<file path="src/rtl/half_adder_pkg.sv">
// Shared definitions for the registered half adder.
// Lane-count limits, default sizes and the per-lane result bundle.
package half_adder_pkg;

   localparam int WIDTH_DEF = 1;
   localparam int CNT_W_DEF = 16;
   localparam int WIDTH_MAX = 64;

   typedef struct packed {
      logic sum;
      logic carry;
   } ha_res_t;

   function automatic ha_res_t ha_eval(input logic a, input logic b);
      ha_res_t r;
      r.sum   = a ^ b;
      r.carry = a & b;
      return r;
   endfunction

endpackage

</file>
<file path="src/rtl/half_adder_cell.sv">
// Single-bit combinational half-adder cell.
// Shared leaf used by wider adders built on top of it.
module half_adder_cell
   import half_adder_pkg::*;
(
   input  logic a,
   input  logic b,
   output logic sum,
   output logic carry
);

   ha_res_t res;

   // Evaluate the cell truth table
   always_comb begin
      res   = ha_eval(a, b);
      sum   = res.sum;
      carry = res.carry;
   end

endmodule

</file>
<file path="src/rtl/half_adder.sv">
// Registered bit-parallel half adder with a saturating
// carry-event counter; every output comes straight from a flop.
module half_adder
   import half_adder_pkg::*;
#(
   parameter int WIDTH = WIDTH_DEF,
   parameter int CNT_W = CNT_W_DEF
) (
   input  logic             clk,
   input  logic             rst,
   input  logic             in_valid,
   input  logic [WIDTH-1:0] a,
   input  logic [WIDTH-1:0] b,
   input  logic             clear,
   output logic             out_valid,
   output logic [WIDTH-1:0] sum,
   output logic [WIDTH-1:0] carry,
   output logic             carry_any,
   output logic [CNT_W-1:0] carry_cnt
);

   if (WIDTH < 1 || WIDTH > WIDTH_MAX) begin : g_bad_width
      $error("half_adder: WIDTH out of range");
   end

   if (CNT_W < 1) begin : g_bad_cnt
      $error("half_adder: CNT_W must be positive");
   end

   localparam logic [CNT_W-1:0] CNT_MAX = '1;

   logic [WIDTH-1:0] nxt_sum;
   logic [WIDTH-1:0] nxt_carry;
   logic             nxt_any;
   logic             cnt_hit;
   logic             cnt_sat;

   // Independent lanes: no carry ever crosses a lane boundary
   for (genvar i = 0; i < WIDTH; i++) begin : g_lane
      half_adder_cell u_cell (
         .a     (a[i]),
         .b     (b[i]),
         .sum   (nxt_sum[i]),
         .carry (nxt_carry[i])
      );
   end

   // Carry-event detection for the accepted input
   always_comb begin
      nxt_any = |nxt_carry;
      cnt_hit = in_valid & nxt_any;
      cnt_sat = (carry_cnt == CNT_MAX);
   end

   // Result registers; data holds while no input is offered
   always_ff @(posedge clk or posedge rst) begin
      if (rst) begin
         out_valid <= 1'b0;
         sum       <= '0;
         carry     <= '0;
         carry_any <= 1'b0;
      end else begin
         out_valid <= in_valid;
         if (in_valid) begin
            sum       <= nxt_sum;
            carry     <= nxt_carry;
            carry_any <= nxt_any;
         end
      end
   end

   // Saturating carry counter; clear beats a same-cycle increment
   always_ff @(posedge clk or posedge rst) begin
      if (rst) begin
         carry_cnt <= '0;
      end else if (clear) begin
         carry_cnt <= '0;
      end else if (cnt_hit && !cnt_sat) begin
         carry_cnt <= carry_cnt + 1'b1;
      end
   end

endmodule

</file>
<file path="config.mk">
export PLATFORM = sky130hd
export DESIGN_NAME = half_adder
export DESIGN_NICKNAME = d
export VERILOG_FILES = /design/src/rtl/half_adder_pkg.sv /design/src/rtl/half_adder_cell.sv /design/src/rtl/half_adder.sv
export SDC_FILE = /design/constraint.sdc
export NUM_CORES = 1
export LEC_CHECK = 0
export ABC_CLOCK_PERIOD_IN_PS = 1820
export BUFFER_PORTS_ARGS = -buffer_cell sky130_fd_sc_hd__buf_2
export CAP_MARGIN = 20
export CELL_PAD_IN_SITES_DETAIL_PLACEMENT = 0
export CELL_PAD_IN_SITES_GLOBAL_PLACEMENT = 1
export CORE_UTILIZATION = 35
export DETAILED_ROUTE_END_ITERATION = 8
export PLACE_DENSITY = 0.79
export REMOVE_ABC_BUFFERS = 1
export SLEW_MARGIN = 20
export SYNTH_ARGS = -nofsm -noshare
export SYNTH_HDL_FRONTEND = slang
export SYNTH_SLANG_ARGS = --single-unit
</file>
<file path="constraint.sdc">
create_clock -name clk -period 1.82 [get_ports clk]
set_input_delay 0.273 -clock clk [delete_from_list [all_inputs] [get_ports clk]]
set_output_delay 0.273 -clock clk [all_outputs]
set_load 0.05 [all_outputs]
</file>
==> flow_summary.ini <==
[outcome]
status = finished, violations left
violations = design-rule violations

[clock_tree]
cts_root_buf = clkbuf_4
cts_tree = yes
clk_latency_ps = 300
cts_buffers = 3
cts_setup_buffers = 0
clk_pin_slew_ps = 110
cts_sinks = 19
clockBufferDepth = 2
ctsHtreeMaxLevel = 1

[layout]
n_antenna_cell = 0
layout_common_cells = 25 x buf_2, 19 x dfrtp_1, 11 x buf_4
final_common_cell = buf_2
final_util = 0.475
area_delta_synth_final_pct = 26.4
drive_gt1_frac = 0.345
finalNetCount = 157
final_cells = 179
design_area_um2 = 1340

[hold_path]
worstHoldPathType = input pin to flop
min_from = in_valid

[sta]
hold_ws_ps = 169
worst_pin_slew_ps = 422
timing.fmax_ghz = 0.577
finalHoldViolCount = 0
finalClockSkew_ps = 5.27
rsz0062_at_grt = no
slew_headroom = 0.716
min_period_ps = 1730
worst_slack_ps = 87.2
fin_crit_sh = 0.952
setup_viol = 0
slew_viol_final = 0

[placement]
post-place-ws_ps = 50.2
detailed_place_hpwl_um = 1880
dpl-instance-area_um2 = 1280
io_buffers = 25
dp.cells = 174
gp_congestion = 0.811

[drt]
dr.pass1.iters = 6
wl_um = 2590
vias_per_cell = 5.73
wire_per_inst_um = 14.5
drc_errors = 8
drt_iter0_markers = 41
vias = 1026
postRouteAntennaNets = 0

[setup_path]
slowest_delay_ps = 490
worst-path-max-fanout = 7
cp_slowest_cell = or4_1
cp.arrival_ps = 1970
r2r_start = carry_cnt[1]$_DFFE_PP0P_
critPathCaptureType = flop
startpoint = carry_cnt[1]$_DFFE_PP0P_
required_ps = 2050
critical_path_class = flop to flop
crit_path_cell_trace = ha_2 > nand4_4 > or2_4 > or4_1 > a21oi_2
start_kind = flop

[power_and_ir_drop]
p_sw_uw = 196
total_leakage_power_nw = 0.616
power_frac_clock = 0.289
power.density_nw_per_um2 = 547
switching_share = 0.266
p_seq_frac = 0.589
vdd_drop_max_mv = 0.376
p_int_uw = 539
combPwrFrac = 0.122

[synth]
syn_avg_cell_area_um2 = 9.41
synth_async_sr_flop_share = 1.00
synth-seq-cells = 19
ys_warn_count = 0
ys_seq_area_frac = 0.447
synth_edf_count = 0
syn_area_um2 = 1060
synthCells = 113
synth_cell_types = 33
ys.flop_type = dfrtp_1

[die]
fp.dieW_um = 57.1
rows = 19
die_area_um2 = 3260
coreArea_um2 = 2830
initial_core_util = 0.376
io_pins = 26
die_h_um = 57.1

[global_route]
grt_start_max_net_pins = 20
grt_pass1_wl_um = 4270
grt_overflow = 0
antenna_found_initial = 0
grtUsageTotal = 0.167
grt_pass1_vias = 964

[run]
max_cap_violations = 0
==> synth_stat cells (2+ instances only) <==
library cell / instances / area share
a21oi_1: 11 / 0.052
and4_1: 2 / 0.016
clkbuf_1: 2 / 0.0071
dfrtp_1: 19 / 0.45
ha_1: 2 / 0.024
inv_1: 2 / 0.0071
mux2_2: 3 / 0.032
mux2i_1: 2 / 0.019
nand2_1: 5 / 0.018
nand2b_1: 3 / 0.018
nand3_1: 9 / 0.042
nand4_1: 5 / 0.029
nor2_1: 6 / 0.021
nor2b_1: 2 / 0.012
nor3_1: 3 / 0.014
nor4_1: 3 / 0.018
o21ai_0: 5 / 0.024
o31ai_1: 6 / 0.042
or3_1: 3 / 0.018
or3_2: 2 / 0.014
or4_1: 6 / 0.042
==> flip-flops by register name, indices dropped and copies added, names as in the netlist <==
signal	count
carry_cnt	16
sum	1
carry_any	1
out_valid	1
==> what timing repair did <==
action,in CTS,in global routing
endpoints found under the setup margin,0,10
hold buffers,1,0
endpoints found under the hold margin,19,0
gates resized for setup,0,6
==> power by group through the flow <==
stage	Sequential (mW)	Clock [mW]	Combinational, mW
after CTS	0.433	0.219	0.0903
after global routing	0.434	0.233	0.0971
final	0.433	0.212	0.0895
after detailed placement	0.441	0	0.0886
after floorplan	0.476	0	0.0201
after global placement	0.441	0	0.0873
==> cell families after synthesis <==
kind of cell,synth area share
AOI/OAI and AO/OA,0.131
adders and majority gates,0.0235
DFF,0.447
muxes,0.0506
and+or+nand+nor,0.314
buffers and inverters,0.0341
==> final cells by class <==
class / count / area, um^2
well taps: 31 / 38.8
repair buffers: 37 / 218
inverters: 2 / 7.51
clock buffers: 4 / 26.3
fillers: 273 / 1490
flip-flops and latches: 19 / 475
multi-input cells: 86 / 578
==> critical path, delay by kind of cell, from the launching register on <==
| family | cells | cell delay (ps) |
|---|---|---|
| AND/OR/NAND/NOR | 3 | 930 |
| AO/OA/AOI/OAI | 1 | 150 |
| adder cells (fa/ha/maj) | 1 | 210 |
| flip-flops | 1 | 370 |
==> final timing paths <==
| check | slack, ps | endpoint | cells past startpoint |
|---|---|---|---|
| min | 170 | out_valid$_DFF_PP0_ | 1 |
| max | 90 | carry_cnt[12]$_DFFE_PP0P_ | 5 |
| min reg2reg | 520 | sum$_DFFE_PP0P_ | 1 |
| max reg2reg | 90 | carry_cnt[12]$_DFFE_PP0P_ | 5 |
| max in group asynchronous | 1090 | carry_cnt[3]$_DFFE_PP0P_ | 4 |
| min in group asynchronous | 520 | carry_cnt[12]$_DFFE_PP0P_ | 4 |
==> layer usage <==
layer,global-route usage,vias up,part of all wire
met2,0.301,21,0.50
met3,0.0340,2,0.028
met4,0.0314,0,0.0085
li1,-,503,-
met1,0.208,500,0.46
met5,0,-,0
==> metrics by stage <==
step	total power, mW	setup TNS, ps
4_1_cts	0.742	0
5_1_grt	0.764	0
3_5_place_dp	0.530	0
3_3_place_gp	0.528	0
6_report	0.735	0
2_1_floorplan	0.496	-3520
Power figures use the tool's default switching activity.
